### src/rtl/hist_pkg.sv
// Shared types for the hit histogrammer: counter width, bin/trigger counts, FSM states.
// Latency: n/a (types and constants only).
// Backpressure: n/a.
package hist_pkg;

  localparam int HIST_W   = 32;
  localparam int NBINS    = 16;
  localparam int NTRIGOUT = 2;

  typedef logic [HIST_W-1:0] hist_cnt_t;

  typedef enum logic [1:0] {
    S_IDLE,
    S_COLLECT,
    S_COMMIT,
    S_DEAD
  } state_t;

endpackage

### src/rtl/hist_counter.sv
// 32-bit event counter with clear; clear and increment together load 1 (macro HIST_SATURATE_EN selects saturation).
// Latency: an increment is visible one cycle after inc is sampled.
// Backpressure: none; every inc pulse is counted (saturates or wraps at max).
module hist_counter
  import hist_pkg::*;
(
  input  logic      clk,
  input  logic      reset,
  input  logic      clr,
  input  logic      inc,
  output hist_cnt_t count
);

  // Clear wins over the old value; an event in the clear cycle starts the new period at 1.
  always_ff @(posedge clk) begin
    if (reset) begin
      count <= '0;
    end else if (clr) begin
      count <= inc ? hist_cnt_t'(1) : '0;
    end else if (inc) begin
`ifdef HIST_SATURATE_EN
      if (count != '1) begin
        count <= count + hist_cnt_t'(1);
      end
`else
      count <= count + hist_cnt_t'(1);
`endif
    end
  end

endmodule

### src/rtl/hit_histogrammer.sv
// Groups hit edges into coincidence windows, bins the OR-pattern into 16 counters, counts trigger-output edges.
// Latency: bin count visible two cycles after COMMIT is entered; trigger counts one cycle after the edge.
// Backpressure: none; edges arriving in COMMIT/DEAD are dropped by design. Optional macro: HIST_SATURATE_EN.
module hit_histogrammer
  import hist_pkg::*;
#(
  parameter int NCH      = 4,
  parameter int WINDOW   = 4,
  parameter int DEADTIME = 2
)
(
  input  logic                clk,
  input  logic                reset,
  input  logic [NCH-1:0]      hits,
  input  logic                veto,
  input  logic [NTRIGOUT-1:0] trig_out,
  input  logic                resethist,
  output hist_cnt_t           h [NBINS],
  output hist_cnt_t           h_out [NTRIGOUT],
  output hist_cnt_t           nvetoed,
  output logic                busy
);

  localparam logic [7:0] WIN_LAST = 8'(WINDOW - 1);
  localparam logic [7:0] DEAD_LEN = 8'(DEADTIME);

  logic [NCH-1:0]      hits_d;
  logic [NTRIGOUT-1:0] trig_d;
  logic [NCH-1:0]      rise;
  logic [NTRIGOUT-1:0] trig_rise;

  state_t         state;
  state_t         state_nxt;
  logic [NCH-1:0] pat;
  logic           vetoseen;
  logic [7:0]     cnt;
  logic [7:0]     dcnt;

  logic [NBINS-1:0] commit_bin;
  logic             commit_veto;
  logic             busy_nxt;
  logic [NBINS-1:0] inc_bin;
  logic             inc_veto;

  assign rise      = hits & ~hits_d;
  assign trig_rise = trig_out & ~trig_d;

  // Previous-level registers for rising-edge detection.
  always_ff @(posedge clk) begin
    if (reset) begin
      hits_d <= '0;
      trig_d <= '0;
    end else begin
      hits_d <= hits;
      trig_d <= trig_out;
    end
  end

  // FSM state register; reset abandons any window in progress.
  always_ff @(posedge clk) begin
    if (reset) begin
      state <= S_IDLE;
    end else begin
      state <= state_nxt;
    end
  end

  // Next-state logic: window length counts the first-edge cycle, DEAD lasts DEADTIME cycles.
  always_comb begin
    state_nxt = state;
    case (state)
      S_IDLE: begin
        if (rise != '0) begin
          state_nxt = (WINDOW == 1) ? S_COMMIT : S_COLLECT;
        end
      end
      S_COLLECT: begin
        if (cnt == WIN_LAST) begin
          state_nxt = S_COMMIT;
        end
      end
      S_COMMIT: begin
        state_nxt = (DEADTIME > 0) ? S_DEAD : S_IDLE;
      end
      S_DEAD: begin
        if (dcnt == DEAD_LEN) begin
          state_nxt = S_IDLE;
        end
      end
      default: state_nxt = S_IDLE;
    endcase
  end

  // Window accumulation: OR of edges, sticky veto, window and dead-time counters.
  always_ff @(posedge clk) begin
    if (reset) begin
      pat      <= '0;
      vetoseen <= 1'b0;
      cnt      <= '0;
      dcnt     <= '0;
    end else begin
      case (state)
        S_IDLE: begin
          if (rise != '0) begin
            pat      <= rise;
            vetoseen <= veto;
            cnt      <= 8'd1;
          end
        end
        S_COLLECT: begin
          pat      <= pat | rise;
          vetoseen <= vetoseen | veto;
          cnt      <= cnt + 8'd1;
        end
        S_COMMIT: begin
          dcnt <= 8'd1;
        end
        S_DEAD: begin
          dcnt <= dcnt + 8'd1;
        end
        default: begin
          pat <= pat;
        end
      endcase
    end
  end

  // Output decode: in COMMIT pick either the pattern bin or the veto counter.
  always_comb begin
    commit_bin  = '0;
    commit_veto = 1'b0;
    busy_nxt    = (state_nxt != S_IDLE);
    if (state == S_COMMIT) begin
      if (vetoseen) begin
        commit_veto = 1'b1;
      end else begin
        commit_bin[pat] = 1'b1;
      end
    end
  end

  // Register the commit strobes and busy so counters see a clean one-cycle pulse.
  always_ff @(posedge clk) begin
    if (reset) begin
      inc_bin  <= '0;
      inc_veto <= 1'b0;
      busy     <= 1'b0;
    end else begin
      inc_bin  <= commit_bin;
      inc_veto <= commit_veto;
      busy     <= busy_nxt;
    end
  end

  for (genvar p = 0; p < NBINS; p++) begin : g_bin
    hist_counter u_bin (
      .clk   (clk),
      .reset (reset),
      .clr   (resethist),
      .inc   (inc_bin[p]),
      .count (h[p])
    );
  end

  for (genvar t = 0; t < NTRIGOUT; t++) begin : g_trig
    hist_counter u_trig (
      .clk   (clk),
      .reset (reset),
      .clr   (resethist),
      .inc   (trig_rise[t]),
      .count (h_out[t])
    );
  end

  hist_counter u_veto (
    .clk   (clk),
    .reset (reset),
    .clr   (resethist),
    .inc   (inc_veto),
    .count (nvetoed)
  );

endmodule

### config.mk
export PLATFORM = sky130hd
export DESIGN_NAME = hit_histogrammer
export DESIGN_NICKNAME = d
export VERILOG_FILES = /design/src/rtl/hist_pkg.sv /design/src/rtl/hist_counter.sv /design/src/rtl/hit_histogrammer.sv
export SDC_FILE = /design/constraint.sdc
export NUM_CORES = 1
export LEC_CHECK = 0
export CAP_MARGIN = 20
export CELL_PAD_IN_SITES_DETAIL_PLACEMENT = 0
export CELL_PAD_IN_SITES_GLOBAL_PLACEMENT = 1
export CORE_UTILIZATION = 40
export CTS_BUF_LIST = sky130_fd_sc_hd__clkbuf_4
export DETAILED_ROUTE_END_ITERATION = 8
export PLACE_DENSITY = 0.81
export SLEW_MARGIN = 30
export SYNTH_ARGS = -nofsm -noshare
export SYNTH_HDL_FRONTEND = slang
export SYNTH_HIERARCHICAL = 1
export SYNTH_SLANG_ARGS = --single-unit
### constraint.sdc
create_clock -name clk -period 2.3 [get_ports clk]
set_input_delay 0.23 -clock clk [delete_from_list [all_inputs] [get_ports clk]]
set_output_delay 0.23 -clock clk [all_outputs]
set_load 0.01 [all_outputs]
### Yosys cells after proc, flatten, opt, wreduce, memory -nomap -nowiden

Cells that the tools add are included.

| storage, ports and cells | value |
|---|---|
| register bits | 655 |
| latch bits | 0 |
| bits in writable memories | 0 |
| memory bits (read-only) | 0 |
| input port bits | 10 |
| output and inout port bits | 609 |
| logic and storage cells | 164 |
| memories kept | 0 |

| operators by class | value |
|---|---|
| $add $sub $neg | 21 |
| $mul | 0 |
| divide/modulo/power cells | 0 |
| $lt $le $gt $ge | 2 |
| eq/ne operators | 6 |
| shift operators | 0 |
| muxes and demuxes | 71 |
| bitwise gates (word level) | 7 |
| reductions and logical operators | 28 |

Operator list:

| kind | count |
|---|---|
| 2-to-1 mux 32 bit | 38 |
| adder 32 x 1 -> 32 bit, second input constant | 19 |
| nonzero test 2 bit | 22 |
| case mux 8 bit (2 select lines) | 2 |
| 2-to-1 mux 1 bit | 22 |
| adder 8 x 1 -> 8 bit, second input constant | 2 |
| equality test 8 x 2 -> 1 bit, second input constant | 2 |
| 2-to-1 mux 8 bit | 1 |
| case mux 2 bit (4 select lines) | 1 |
| case mux 4 bit (2 select lines) | 1 |
| 2-to-1 mux 2 bit | 3 |
| < comparator 4 x 5 -> 1 bit, second input constant | 1 |
| AND 4 bit | 1 |
| demux 1 bit (select 4 bit) | 1 |
| equality test 2 bit, second input constant | 2 |
| greater-or-equal comparator 4 x 1 -> 1 bit, second input constant | 1 |
| 2-to-1 mux 4 bit | 1 |
| inverter 4 bit | 1 |
| OR 4 bit | 1 |
| nonzero test 4 bit | 1 |
| OR reduction 3 bit | 1 |
| AND 2 bit | 1 |
| equality test 2 x 1 -> 1 bit, second input constant | 1 |
| zero test 2 bit | 1 |
| other kinds (8) | 8 |

### Depth between registers and ports, before layout

| logic depth | value |
|---|---|
| word-level depth | 6 |
| depth in mapped cells | 8 |
| depth with buffers taken out | 6 |

### By module

Netlist, hierarchy kept.

By module, submodules not included:

| module | times used | cells an instance | area an instance (sq um) | sequential area each (sq um) |
|---|---|---|---|---|
| hist_counter | 19 | 177 | 1515.2 | 640.6 |
| hit_histogrammer | 1 | 194 | 1865.5 | 940.9 |

### Worst setup path before layout

OpenSTA, ideal clock, no wires.

| path | value |
|---|---|
| kind | reg-to-reg |
| start point | register g_bin[0].u_bin.count[11] |
| end point | register g_bin[0].u_bin.count[29] |
| setup time | 70 ps |
| arrival time | 1886 ps |
| slack | 344 ps |
| stages on the path, launching flop included | 6 |
| cell sequence | dfxtp_1 > nand4_4 > or4_1 > buf_2 > or4_1 > a21oi_1 |

| on the way | value |
|---|---|
| word-level cells in the longest chain between the ends | 3 |

RTL lines:

| what | RTL line | RTL |
|---|---|---|
| start: declaration | hist_counter.sv:11 | `output hist_cnt_t count` |
| start signal: assignment | hist_counter.sv:19 | `count <= inc ? hist_cnt_t'(1) : '0;` |
| start signal: assignment | hist_counter.sv:26 | `count <= count + hist_cnt_t'(1);` |
| adder 32 x 1 -> 32 bit | hist_counter.sv:26 |  |
| 2-to-1 mux 32 bit | hist_counter.sv:20 | `end else if (inc) begin` |
| 2-to-1 mux 32 bit | hist_counter.sv:18 | `end else if (clr) begin` |

Every way passes these cells. The select of a mux whose other input is x is not followed.
A chain may end at the register's enable or synchronous reset.

### Final worst setup path

| path | value |
|---|---|
| start point | register g_bin[0].u_bin.count[15] |
| end point | output h[495] in the netlist's numbering |

RTL lines:

| what | RTL line | RTL |
|---|---|---|
| end: declaration | hit_histogrammer.sv:18 | `output hist_cnt_t h [NBINS],` |

No word-level cell between the ends.

==> flow_results.xml <==
<?xml version="1.0" encoding="UTF-8"?>
<metrics>
  <group name="die">
    <metric name="design.portCount" unit="">619</metric>
    <metric name="rows" unit="">101</metric>
    <metric name="initial_utilization" unit="%">40.43</metric>
    <metric name="die_h" unit="microns">278.8</metric>
    <metric name="fp.dieArea" unit="sq um">77750</metric>
    <metric name="coreArea" unit="sq um">75820</metric>
    <metric name="die_w" unit="microns">278.8</metric>
  </group>
  <group name="pwr">
    <metric name="power_density" unit="nW/um^2">556.4</metric>
    <metric name="ir_worst_vdd" unit="V">0.0003107</metric>
    <metric name="netSwitchingFraction" unit="%">23.77</metric>
    <metric name="comb_power_share" unit="%">2.1</metric>
    <metric name="cell_leakage_power" unit="nW">15.17</metric>
    <metric name="internal_power" unit="mW">17.42</metric>
    <metric name="power.share.clock" unit="%">48.1</metric>
    <metric name="power_switching" unit="mW">5.434</metric>
    <metric name="power.share.sequential" unit="%">49.8</metric>
  </group>
  <group name="synth">
    <metric name="netlist_area" unit="sq um">30650</metric>
    <metric name="synth_nets" unit="">3589</metric>
    <metric name="yosysTopAreaCell" unit="">dfxtp_1</metric>
    <metric name="syn-instance-count" unit="">3557</metric>
    <metric name="synth.avg_cell_area" unit="sq um">8.618</metric>
    <metric name="ys_warn_count" unit="">6</metric>
    <metric name="yosys_most_used_dff" unit="">dfxtp_1</metric>
    <metric name="sequential_cell_area_fraction_in_the_yosys_report" unit="%">42.78</metric>
    <metric name="netlist.area_leader.share" unit="%">42.78</metric>
    <metric name="synth-seq-cells" unit="">655</metric>
    <metric name="netlist-cell-type-count" unit="">55</metric>
    <metric name="netlist_top_cells_area" unit="">dfxtp_1 43%, a21oi_1 6.0%, nand4_1 5.2%</metric>
    <metric name="async_reset_ff_share" unit="%">0</metric>
    <metric name="synth_enable_flop_cells" unit="">0</metric>
  </group>
  <group name="worst_setup_path">
    <metric name="worstSetupStartpointType" unit="">flop</metric>
    <metric name="critical_path.max_fanout" unit="">6</metric>
    <metric name="worst-endpoint-required" unit="ns">2.07</metric>
    <metric name="critical_path_sink_type" unit="">output pin</metric>
    <metric name="arrival" unit="ns">1.95</metric>
    <metric name="timing.setup.critical_path_class" unit="">reg2out</metric>
    <metric name="crit_slowest_cell" unit="">clkdlybuf4s50_1</metric>
    <metric name="critical-path-max-stage-delay" unit="ns">0.58</metric>
    <metric name="cp_cell_sequence" unit="">clkdlybuf4s50_1</metric>
    <metric name="crit_family" unit="">buffers and inverters</metric>
    <metric name="buffers_plus_inverters_on_the_worst_setup_path" unit="">1</metric>
  </group>
  <group name="detailed_routing">
    <metric name="drt.antenna.violating_nets" unit="">0</metric>
    <metric name="routed_wire_length_per_instance" unit="microns">17.75</metric>
    <metric name="dr_total_vias" unit="">30930</metric>
    <metric name="drc" unit="">0</metric>
    <metric name="dr.first_iter.drc_count" unit="">1780</metric>
    <metric name="drt-total-wl" unit="microns">97880</metric>
    <metric name="detailedRoute.firstPassIterationCount" unit="">5</metric>
    <metric name="route.detailed.vias_per_inst" unit="">5.611</metric>
  </group>
  <group name="placement">
    <metric name="hpwlAfterDp" unit="microns">70590</metric>
    <metric name="port_buffers" unit="">618</metric>
    <metric name="placedInstanceArea" unit="sq um">38760</metric>
    <metric name="dp_slack" unit="ns">0.04385</metric>
    <metric name="dp_cells" unit="">5174</metric>
    <metric name="routability_congestion_estimate" unit="">0.8726</metric>
  </group>
  <group name="job">
    <metric name="max_cap_violations" unit="">0</metric>
  </group>
  <group name="global_route">
    <metric name="track_usage" unit="%">24.28</metric>
    <metric name="antenna_violations_before_repair" unit="">4</metric>
    <metric name="number_of_global_route_vias_before_repair" unit="">28600</metric>
    <metric name="grt_first_pass_wirelength" unit="microns">154600</metric>
    <metric name="grt.overflow.total" unit="">0</metric>
    <metric name="largest_net_degree_at_the_start_of_global_routing" unit="">46</metric>
  </group>
  <group name="clock_tree">
    <metric name="clock_tree_from_tritoncts" unit="">yes</metric>
    <metric name="cts_bufs_inserted" unit="">186</metric>
    <metric name="clock_tree.buffer_depth" unit="">3</metric>
    <metric name="tritoncts_num_sinks" unit="">655</metric>
    <metric name="cts_max_level" unit="">4</metric>
    <metric name="cts_root_buf" unit="">clkbuf_4</metric>
    <metric name="path_clk_slew" unit="ns">0.06</metric>
    <metric name="clock_latency" unit="ns">0.99</metric>
    <metric name="cts.repair_timing.setup_buffer_count" unit="">0</metric>
  </group>
  <group name="final_layout">
    <metric name="filler_cell_count" unit="">7335</metric>
    <metric name="design.final.nets" unit="">4426</metric>
    <metric name="multi_input_area" unit="sq um">16550</metric>
    <metric name="layout_common_cells" unit="">489 x dfxtp_1, 368 x a21oi_1, 356 x dlygate4sd2_1, 284 x clkbuf_4, 281 x nor2_1</metric>
    <metric name="seqCellArea" unit="sq um">13320</metric>
    <metric name="finish.cell_count_without_fillers" unit="">5513</metric>
    <metric name="final_layout_size_suffix_gt1_share" unit="%">15.30</metric>
    <metric name="layout-area-overhead-vs-synth" unit="%">34.02</metric>
    <metric name="finish.instance_area" unit="sq um">41080</metric>
    <metric name="fin_util" unit="%">54.18</metric>
    <metric name="most_common_library_cell_in_the_layout_ignoring_fill_and_taps" unit="">dfxtp_1</metric>
  </group>
  <group name="sta">
    <metric name="timing_hold_violations_final" unit="">0</metric>
    <metric name="fin_ws" unit="ns">0.1197</metric>
    <metric name="timing.hold.ws" unit="ns">0.2769</metric>
    <metric name="fin_worst_skew" unit="ns">0.06361</metric>
    <metric name="finalWorstPathRequiredPeriod" unit="ns">2.180</metric>
    <metric name="finalSetupViolCount" unit="">0</metric>
    <metric name="transition_time_of_the_tightest_slew_check_pin" unit="ns">0.6355</metric>
    <metric name="max-slew-margin-rel" unit="%">57.64</metric>
    <metric name="finalCritPeriodShare" unit="%">94.80</metric>
    <metric name="slew_viol_final" unit="">0</metric>
    <metric name="fmax" unit="MHz">458.7</metric>
  </group>
  <group name="outcome">
    <metric name="result_of_the_run" unit="">finished clean</metric>
  </group>
  <group name="worst_hold_path">
    <metric name="min-delay-path-class" unit="">in2reg</metric>
  </group>
</metrics>
stage by stage:
step,power [mW],TNS [ns]
global route,23.93,-0.1681
global placement,12.11,0
floorplan,11.92,0
finish,22.86,0
detailed placement,12.11,0
CTS,23.26,0
final timing paths:
check	startpoint	to	slack [ns]	cells past startpoint
max reg2reg	g_bin[4].u_bin/count[12]	g_bin[4].u_bin/count[30]	0.17	4
min reg2reg	u_veto/count[31]	u_veto/count[31]	0.47	2
min	reset	inc_veto	0.28	4
max	g_bin[0].u_bin/count[15]	h[495]	0.12	1
state kept, by name, summed over array words and instances, names as in the netlist, 2 cells and up:
signal / count
g_bin.u_bin/count: 512
pat: 4
dcnt: 8
state: 2
inc_bin: 16
trig_d: 2
cnt: 8
u_veto/count: 32
g_trig.u_trig/count: 64
hits_d: 4
power groups by stage:
stage / registers, mW / clock network, mW / logic [mW]
after floorplan: 11.6 / 0 / 0.272
after global placement: 11.6 / 0 / 0.466
after detailed placement: 11.6 / 0 / 0.466
after CTS: 11.4 / 11.4 / 0.480
after global routing: 11.4 / 12.0 / 0.519
final: 11.4 / 11.0 / 0.475
worst min-delay path, cell delays in order:
cell and delay [ns]:
dlygate4sd3_1 0.53, buf_4 0.17, or3b_1 0.18, nor2_1 0.07
cells by family (layout without fill, tap and decap cells):
| family | after synthesis | in the layout | share of synthesized area (%) |
|---|---|---|---|
| DFF | 655 | 655 | 42.78 |
| other | 0 | 5 | 0 |
| AOI/OAI and AO/OA | 806 | 806 | 15.51 |
| adders and majority gates | 22 | 22 | 0.8979 |
| buffers and inverters | 240 | 1213 | 3.241 |
| xor gates and xnor gates | 215 | 215 | 6.143 |
| muxes | 41 | 41 | 1.347 |
| and+or+nand+nor | 1578 | 1578 | 30.09 |
synth_stat cells, types with 3 or more instances:
| library cell | number |
|---|---|
| and2b_1 | 3 |
| nand4_1 | 253 |
| nor2_1 | 281 |
| or4_1 | 190 |
| clkbuf_1 | 77 |
| o21ai_0 | 212 |
| or3_1 | 191 |
| nor3_1 | 5 |
| and3_1 | 22 |
| and2_0 | 19 |
| or2_2 | 19 |
| o2111a_1 | 19 |
| o31ai_1 | 152 |
| nand4_4 | 19 |
| o2111ai_1 | 38 |
| nand2_1 | 181 |
| nor2b_1 | 28 |
| inv_1 | 81 |
| buf_2 | 59 |
| and2_1 | 21 |
| nand3_1 | 196 |
| a21oi_1 | 368 |
| a22oi_1 | 4 |
| mux2i_1 | 39 |
| dfxtp_1 | 655 |
| xor2_1 | 156 |
| nand2b_1 | 7 |
| ha_1 | 22 |
| xnor2_1 | 59 |
| and4_1 | 76 |
| nor4_1 | 57 |
| buf_1 | 20 |
final cells by class:
| type | count | area share (%) |
|---|---|---|
| multi-input cells | 2662 | 40.28 |
| well taps | 978 | 2.979 |
| inverters | 81 | 0.7401 |
| repair buffers | 808 | 17.73 |
| flip-flops and latches | 655 | 32.43 |
| clock inverters | 40 | 0.6213 |
| clock buffers | 284 | 5.190 |
| diodes | 5 | 0.03046 |
what timing repair did:
action	4_1_cts	5_1_grt
hold buffers	10	0
hold endpoints to repair	123	0
gates resized for setup	501	48
endpoints found under the setup margin	472	48
metal layers:
| metal | up-vias | GRT usage, % | wire, microns |
|---|---|---|---|
| met5 | - | 0 | 13 |
| met4 | 2 | 11.06 | 3822 |
| met3 | 220 | 7.706 | 7194 |
| met2 | 814 | 38.87 | 45140 |
| met1 | 14590 | 29.65 | 41710 |
| li1 | 15310 | - | - |
(Power assumes the default switching activity.)
